**src/rtl/frogger_game_sched.sv**
```systemverilog
`default_nettype none
// ============================================================================
//  Module      : frogger_game_sched
//  Description : Per-frame game sequencer for the Frogger renderer. Owns the
//                lane obstacle positions, time bar, lives, score and game
//                state, advancing them once per frame_tick, and issues frog
//                respawn pulses.
//  Options     : FROGGER_PAUSE_EN adds the pause input / paused output and a
//                pause freeze that toggles on each pause rising edge.
//  Revision    : 1.0  initial release
// ============================================================================
module frogger_game_sched #(
  parameter int NUM_LANES    = 10,
  parameter int SCREEN_W     = 640,
  parameter int INIT_X       = 440,
  parameter int TIME_INIT    = 200,
  parameter int TIME_DIV     = 30,
  parameter int DEATH_FRAMES = 60,
  parameter int LIVES_INIT   = 3
) (
  input  logic                    Clk,
  input  logic                    Reset_n,
  input  logic                    frame_tick,
  input  logic                    start,
  input  logic                    frog_hit,
  input  logic                    frog_home,
  input  logic [NUM_LANES*4-1:0]  lane_period,
  input  logic [NUM_LANES-1:0]    lane_dir,
`ifdef FROGGER_PAUSE_EN
  input  logic                    pause,
  output logic                    paused,
`endif
  output logic [NUM_LANES*10-1:0] lane_x,
  output logic [9:0]              time_width,
  output logic [1:0]              lives,
  output logic [7:0]              score,
  output logic [1:0]              game_state,
  output logic                    frog_respawn
);

  localparam int c_PRE_W = (TIME_DIV > 1) ? $clog2(TIME_DIV) : 1;
  localparam int c_DTH_W = (DEATH_FRAMES > 1) ? $clog2(DEATH_FRAMES) : 1;

  localparam logic [9:0]         c_INIT_X     = 10'(INIT_X);
  localparam logic [9:0]         c_X_MAX      = 10'(SCREEN_W - 1);
  localparam logic [9:0]         c_TIME_INIT  = 10'(TIME_INIT);
  localparam logic [1:0]         c_LIVES_INIT = 2'(LIVES_INIT);
  localparam logic [c_PRE_W-1:0] c_PRE_LAST   = c_PRE_W'(TIME_DIV - 1);
  localparam logic [c_DTH_W-1:0] c_DTH_LAST   = c_DTH_W'(DEATH_FRAMES - 1);

  typedef enum logic [1:0] {
    S_IDLE     = 2'b00,
    S_PLAY     = 2'b01,
    S_DEATH    = 2'b10,
    S_GAMEOVER = 2'b11
  } state_t;

  state_t             r_state, w_state;
  logic [9:0]         r_time, w_time;
  logic [c_PRE_W-1:0] r_pre, w_pre;
  logic [c_DTH_W-1:0] r_dcnt, w_dcnt;
  logic [1:0]         r_lives, w_lives;
  logic [7:0]         r_score, w_score;
  logic               r_respawn, w_respawn;

  logic               w_frozen;
  logic               w_run;
  logic               w_lane_reinit;

`ifdef FROGGER_PAUSE_EN
  logic r_pause_d;
  logic r_paused;
  logic w_pause_rise;

  // Only a live game (PLAY or DEATH) can be paused or resumed.
  assign w_pause_rise = pause & ~r_pause_d &
                        ((r_state == S_PLAY) | (r_state == S_DEATH));

  // Pause edge detector and freeze toggle.
  always_ff @(posedge Clk) begin
    if (!Reset_n) begin
      r_pause_d <= 1'b0;
      r_paused  <= 1'b0;
    end else begin
      r_pause_d <= pause;
      if (w_pause_rise) begin
        r_paused <= ~r_paused;
      end
    end
  end

  assign w_frozen = r_paused;
  assign paused   = r_paused;
`else
  assign w_frozen = 1'b0;
`endif

  // A frame tick advances the game only while it is live and not frozen.
  assign w_run = frame_tick & ~w_frozen &
                 ((r_state == S_PLAY) | (r_state == S_DEATH));

  // New game from GAMEOVER puts every lane back to its start position.
  assign w_lane_reinit = (r_state == S_GAMEOVER) & start;

  for (genvar gi = 0; gi < NUM_LANES; gi++) begin : g_lane
    logic [3:0] w_p;
    logic [3:0] r_cnt, w_cnt;
    logic [9:0] r_x, w_x;

    assign w_p = lane_period[4*gi +: 4];

    // Lane step: counter runs to P-1 (or beyond after a period change), then steps and wraps.
    always_comb begin
      w_cnt = r_cnt;
      w_x   = r_x;
      if (w_lane_reinit) begin
        w_cnt = 4'd0;
        w_x   = c_INIT_X;
      end else if (w_run && (w_p != 4'd0)) begin
        if (r_cnt >= (w_p - 4'd1)) begin
          w_cnt = 4'd0;
          if (lane_dir[gi]) begin
            w_x = (r_x == c_X_MAX) ? 10'd0 : r_x + 10'd1;
          end else begin
            w_x = (r_x == 10'd0) ? c_X_MAX : r_x - 10'd1;
          end
        end else begin
          w_cnt = r_cnt + 4'd1;
        end
      end
    end

    // Lane position and step counter registers.
    always_ff @(posedge Clk) begin
      if (!Reset_n) begin
        r_cnt <= 4'd0;
        r_x   <= c_INIT_X;
      end else begin
        r_cnt <= w_cnt;
        r_x   <= w_x;
      end
    end

    assign lane_x[10*gi +: 10] = r_x;
  end

  // Game FSM next state plus time bar, lives, score and respawn next values.
  always_comb begin
    w_state   = r_state;
    w_time    = r_time;
    w_pre     = r_pre;
    w_dcnt    = r_dcnt;
    w_lives   = r_lives;
    w_score   = r_score;
    w_respawn = 1'b0;
    case (r_state)
      S_IDLE: begin
        if (start) begin
          w_state   = S_PLAY;
          w_respawn = 1'b1;
        end
      end
      S_PLAY: begin
        if (w_run) begin
          if (r_pre >= c_PRE_LAST) begin
            w_pre = '0;
            if (r_time != 10'd0) begin
              w_time = r_time - 10'd1;
            end
          end else begin
            w_pre = r_pre + 1'b1;
          end
          // A hit outranks reaching home on the same tick.
          if (frog_hit || (r_time == 10'd0)) begin
            if (r_lives <= 2'd1) begin
              w_lives = 2'd0;
              w_state = S_GAMEOVER;
            end else begin
              w_lives = r_lives - 2'd1;
              w_dcnt  = '0;
              w_state = S_DEATH;
            end
          end else if (frog_home) begin
            if (r_score != 8'hFF) begin
              w_score = r_score + 8'd1;
            end
            w_time    = c_TIME_INIT;
            w_pre     = '0;
            w_respawn = 1'b1;
          end
        end
      end
      S_DEATH: begin
        if (w_run) begin
          if (r_dcnt >= c_DTH_LAST) begin
            w_time    = c_TIME_INIT;
            w_pre     = '0;
            w_respawn = 1'b1;
            w_state   = S_PLAY;
          end else begin
            w_dcnt = r_dcnt + 1'b1;
          end
        end
      end
      S_GAMEOVER: begin
        if (start) begin
          w_time    = c_TIME_INIT;
          w_pre     = '0;
          w_dcnt    = '0;
          w_lives   = c_LIVES_INIT;
          w_score   = 8'd0;
          w_respawn = 1'b1;
          w_state   = S_PLAY;
        end
      end
      default: w_state = S_IDLE;
    endcase
  end

  // Game state register.
  always_ff @(posedge Clk) begin
    if (!Reset_n) begin
      r_state <= S_IDLE;
    end else begin
      r_state <= w_state;
    end
  end

  // Time bar, prescaler, death counter, lives, score and respawn registers.
  always_ff @(posedge Clk) begin
    if (!Reset_n) begin
      r_time    <= c_TIME_INIT;
      r_pre     <= '0;
      r_dcnt    <= '0;
      r_lives   <= c_LIVES_INIT;
      r_score   <= 8'd0;
      r_respawn <= 1'b0;
    end else begin
      r_time    <= w_time;
      r_pre     <= w_pre;
      r_dcnt    <= w_dcnt;
      r_lives   <= w_lives;
      r_score   <= w_score;
      r_respawn <= w_respawn;
    end
  end

  assign time_width   = r_time;
  assign lives        = r_lives;
  assign score        = r_score;
  assign game_state   = r_state;
  assign frog_respawn = r_respawn;

endmodule
`default_nettype wire

```
**config.mk**
```make
export PLATFORM = sky130hd
export DESIGN_NAME = frogger_game_sched
export DESIGN_NICKNAME = d
export VERILOG_FILES = /design/src/rtl/frogger_game_sched.sv
export SDC_FILE = /design/constraint.sdc
export NUM_CORES = 1
export LEC_CHECK = 0
export ABC_AREA = 1
export CAP_MARGIN = 0
export CORE_ASPECT_RATIO = 0.6
export CORE_MARGIN = 8
export CORE_UTILIZATION = 30
export CTS_CLUSTER_SIZE = 28
export DETAILED_ROUTE_END_ITERATION = 6
export PLACE_DENSITY_LB_ADDON = 0.08
export SLEW_MARGIN = 25
export SYNTH_ARGS = -nofsm -noshare
export SYNTH_HDL_FRONTEND = slang
export SYNTH_SLANG_ARGS = --single-unit
```
**constraint.sdc**
```tcl
create_clock -name Clk -period 6.3 [get_ports Clk]
set_clock_uncertainty 0.05 [all_clocks]
set_input_delay 1.26 -clock Clk [delete_from_list [all_inputs] [get_ports Clk]]
set_output_delay 1.26 -clock Clk [all_outputs]
set_load 0.02 [all_outputs]
```
After elaboration in Yosys (flattened, before gate mapping)
Cells that the tools add are included.
{"block": "word_totals", "ff_bits": 174, "inputBits": 56, "output_inout_bits": 123, "elab_cells": 256}
{"block": "op_classes", "addsub": 45, "magnitude_cmp": 13, "eq_ne": 25, "muxes": 89, "bitwise_logic": 4, "n_reduce_logical": 53}
{"cell": "10-bit two-way mux", "n": 38}
{"cell": "10-bit zero test", "n": 11}
{"cell": "10-bit by 1-bit subtractor with 10-bit output, second input constant", "n": 11}
{"cell": "10-bit by 1-bit adder with 10-bit output, second input constant", "n": 10}
{"cell": "10-bit equality test, second input constant", "n": 10}
{"cell": "4-bit by 1-bit adder with 4-bit output, second input constant", "n": 10}
{"cell": "4-bit greater-or-equal comparator", "n": 10}
{"cell": "4-bit two-way mux", "n": 10}
{"cell": "8-bit two-way mux", "n": 5}
{"cell": "4-bit nonzero test", "n": 10}
{"cell": "4-bit by 1-bit subtractor with 4-bit output, second input constant", "n": 10}
{"cell": "6-bit two-way mux", "n": 6}
{"cell": "5-bit two-way mux", "n": 7}
{"cell": "10-bit case mux with 3 select lines", "n": 1}
{"cell": "2-bit AND reduction", "n": 10}
{"cell": "2-bit two-way mux", "n": 9}
{"cell": "6-bit case mux with 3 select lines", "n": 1}
{"cell": "8-bit case mux with 2 select lines", "n": 1}
{"cell": "5-bit case mux with 3 select lines", "n": 1}
{"cell": "2-bit != test, second input constant", "n": 7}
{"cell": "1-bit logical AND", "n": 10}
{"cell": "5-bit AND reduction", "n": 2}
{"cell": "10-bit nonzero test", "n": 1}
{"cell": "8-bit by 1-bit adder with 8-bit output, second input constant", "n": 1}
{"cell": "other kinds (25)", "n": 37}

Logic depth before layout (Yosys ltp)
{"block": "depth", "word_depth": 7, "ltp_mapped": 13, "depth_no_buf": 13}

Least setup slack after synthesis
No wires, ideal clock.
{"block": "synth_path", "path_type": "input to register", "from": "input lane_period[8]", "to": "register g_lane[2].r_x[6]", "setup_time_ps": 109, "arrival_time_ps": 2777, "required_ps": 6141, "setup_slack_ps": 3364, "stages": 12, "n_path_buf": 1, "cell_sequence": "inv_1 ha_1 xnor2_1 ha_1 nand4_1 nand3_1 nand2_1 buf_2 nor2_1 or2_2 nand2_1 inv_1"}
{"block": "synth_between", "elab_chain_cells": 3, "word_cells_on_any_way": 5, "classes_between": "add/sub: 1; order compare: 1; reduce/logical: 3"}
{"item": "from (decl)", "line": "27", "rtl": "input logic [NUM_LANES*4-1:0] lane_period,"}
{"item": "4-bit by 1-bit subtractor with 4-bit output / 4-bit nonzero test (equally long branches)", "line": "120, 119"}
{"item": "4-bit greater-or-equal comparator / 1-bit logical AND (equally long branches)", "line": "120, 119"}
{"item": "2-bit AND reduction (no source line) (*)"}
{"item": "to (signal assigned)", "line": "137", "rtl": "r_x <= c_INIT_X;"}
{"item": "to (signal assigned)", "line": "140", "rtl": "r_x <= w_x;"}
{"item": "to (decl)", "line": "108", "rtl": "logic [9:0] r_x, w_x;"}
Every way passes the cells marked *; elsewhere a longest branch is shown, timed or not.
A chain may end at the register's enable or synchronous reset.

Worst setup path in the final report
{"block": "layout_path", "from": "input lane_period[28]", "to": "register g_lane[7].r_x[0]"}
{"block": "layout_between", "elab_chain_cells": 3, "word_cells_on_any_way": 5, "classes_between": "add/sub: 1; order compare: 1; reduce/logical: 3"}
{"item": "4-bit by 1-bit subtractor with 4-bit output / 4-bit nonzero test (equally long branches)", "line": "120, 119"}
{"item": "4-bit greater-or-equal comparator / 1-bit logical AND (equally long branches)", "line": "120, 119"}
{"item": "2-bit AND reduction (no source line) (*)"}
{"item": "to (signal assigned)", "line": "137"}
{"item": "to (signal assigned)", "line": "140"}
{"item": "to (decl)", "line": "108"}
Marked as above.

==> qor.yml <==
path_max_fanout: 11
portBuffers: 178
drive_gt1_share_pct: 3.67
drt_wl_total_mm: 41.7
peakVddDrop_v: 0.000130
setup_viol: 0
grt_max_degree: 45
grt_setup_unrepaired: "no"
finalSetupTns_ps: 0
synth_edf_count: 0
p_leak_nw: 7.30
grt_pass1_vias: 12502
clock_path_buffers: 2
die_x_um: 288
status: "complete, no violations"
worst_pin_slew_ps: 571
cts.repair.resized: 0
overflow: 0
via_per_inst: 4.86
clock_latency_ps: 460
cts_buffers: 17
vias: 13793
cpMostUsedCell: "inv_1"
whs_ps: 419
synthArstFlopShare_pct: 0
start_kind: "input port"
cts_hold_buf: 0
dieArea_mm2: 0.0515
crit_arrival_ps: 3750
slew_violations: 0
drc: 0
start_util_pct: 30.5
slew-limit-headroom_pct: 61.9
cts_tree: "built"
clock_sinks: 174
synth_nets: 2234
antenna_found_initial: 0
crit_path_end_kind: "flip-flop"
num_rows: 59
core_mm2: 0.0436
grt.total_usage_pct: 15.9
drtAntennaViolNets: 0
crit_type: "input port to flip-flop"
period_share_pct: 54.2
wl_per_cell_um: 14.7
drt_iter0_drc: 1043
dpl.hpwl_mm: 32.0
yosys_warnings: 0
combPwrFrac_pct: 28.7
clkPwrFrac_pct: 32.2
grt_pass1_wl_mm: 67.2
synthToLayoutAreaGrowth_pct: 21.6
synth_seq_cells: 174
layout_common_cells: "432 x nand2_1, 289 x inv_1, 258 x nor2_1"
crit_buf_inv: 5
crit_required_ps: 6630
clock.fmax_ghz: 0.293
hold_viol: 0
nets: 2390
htreeDepth: 4
syn_avg_cell_area_um2: 6.36
sw_frac_of_total_pct: 37.4
critPathTopFamily: "buffers and inverters"
hold_path_class: "flip-flop to flip-flop"
num_io_pins: 179
firstDrtPassIters: 5
cp_cell_sequence: "clkdlybuf4s50_1 > inv_1 > ha_1 > ha_1 > inv_1 > o21bai_1 > nand3_1 > nand3_1 > nand2_1 > inv_1 > nand2_1 > nand2_1 > inv_1 > nor2_1"
p_int_mw: 2.06
cpPeakStageDelay_ps: 460
postSynthCellCount: 2090
diodes: 0
ys_seq_area_share_pct: 26.2
p_seq_share_pct: 39.1
drv_cap: 0
clk_pin_slew_worst_paths_ps: 80
die_height_um: 179
globalplace.congestion: 0.858
cts-root-buf: "clkbuf_16"
netSwitchingPower_mw: 1.23
post_cts_buffers: 0
yosysUniqueCellTypes: 43
ys.flop_type: "dfxtp_1"
synth_area_mm2: 0.0133
cp_slowest_cell: "clkdlybuf4s50_1"
post-route-min-period_ps: 3410
final_common_cell: "nand2_1"
power.density_mw_per_mm2: 203
[area by class of cell]
class / count / area, µm²
clock buffer: 20 / 447
sequential: 174 / 3480
tap: 579 / 724
fill: 4701 / 27400
multi-input combinational: 1572 / 8480
clock inverter: 12 / 103
inverter: 301 / 1130
timing repair buffer: 180 / 1800
[worst min-delay path: cells and delay by family (launching register included)]
kind,cells,cell delay (ps)
compound gates,1,60
flops,1,310
buf+inv,1,50
[flip-flops by register name, summed over array words and instances (netlist names)]
signal and count:
frog_respawn 1, g_lane.r_cnt 40, g_lane.r_x 100, game_state 2
lives 2, r_dcnt 6, r_pre 5, score 8
time_width 10
[through the flow]
stage | area [µm²] | power, mW | cells | utilization [%] | setup slack, ps
global route | 16200 | 3.51 | 2838 | 37.1 | 2690
global placement | 15600 | 2.25 | 2806 | 35.8 | 2440
detailed placement | 15600 | 2.25 | 2806 | 35.8 | 2420
CTS | 16200 | 3.35 | 2838 | 37.1 | 2910
finish | 16200 | 3.29 | 2838 | 37.1 | 2890
floorplan | 13300 | 1.94 | 2090 | - | 3360
[layer usage]
layer	track usage, %	vias up	share of wire [%]
met3	2.90	28	4.6
li1	-	7191	-
met1	23.4	6265	52
met4	3.61	0	1.3
met5	0	-	0
met2	23.7	309	42
[power groups by stage]
stage	sequential [mW]	combinational, mW	clock (mW)
2_1_floorplan	1.32	0.618	0
3_3_place_gp	1.31	0.939	0
3_5_place_dp	1.31	0.944	0
4_1_cts	1.28	0.950	1.11
5_1_grt	1.30	1.06	1.15
6_report	1.28	0.943	1.06
[synthesized netlist by cell type, types with 10 or more instances]
master / instances / share of area [%]
dfxtp_1: 174 / 26
a21oi_1: 107 / 4.0
ha_1: 88 / 8.3
clkbuf_1: 20 / 0.56
o211ai_1: 15 / 0.85
a211oi_1: 10 / 0.56
nand2_1: 432 / 12
nor3_1: 45 / 1.7
o21ai_0: 176 / 6.6
buf_2: 21 / 0.79
nor2_1: 258 / 7.3
xor2_1: 70 / 4.6
o21bai_1: 13 / 0.73
nand3_1: 200 / 7.5
a31oi_1: 12 / 0.56
nand4_1: 61 / 2.9
inv_1: 289 / 8.2
xnor2_1: 20 / 1.3
[path summary, 6_finish.rpt]
kind | start | end | slack [ps] | depth (start not counted)
worst min register to register | r_dcnt[5] | r_dcnt[5] | 420 | 2
worst min-delay path | r_dcnt[5] | r_dcnt[5] | 420 | 2
worst max register to register | game_state[1] | g_lane[2].r_x[9] | 3580 | 9
worst max-delay path | lane_period[28] | g_lane[7].r_x[0] | 2890 | 14
[cells by family (layout without fill, tap and decap cells)]
| logic type | Yosys count | after routing | share of synthesized area, % |
|---|---|---|---|
| simple gates | 1041 | 1041 | 34.3 |
| compound gates | 353 | 353 | 15.3 |
| buf+inv | 344 | 513 | 10.0 |
| flops | 174 | 174 | 26.2 |
| xor+xnor | 90 | 90 | 5.93 |
| fa+ha+maj | 88 | 88 | 8.28 |
Power figures use the tool's default switching activity.
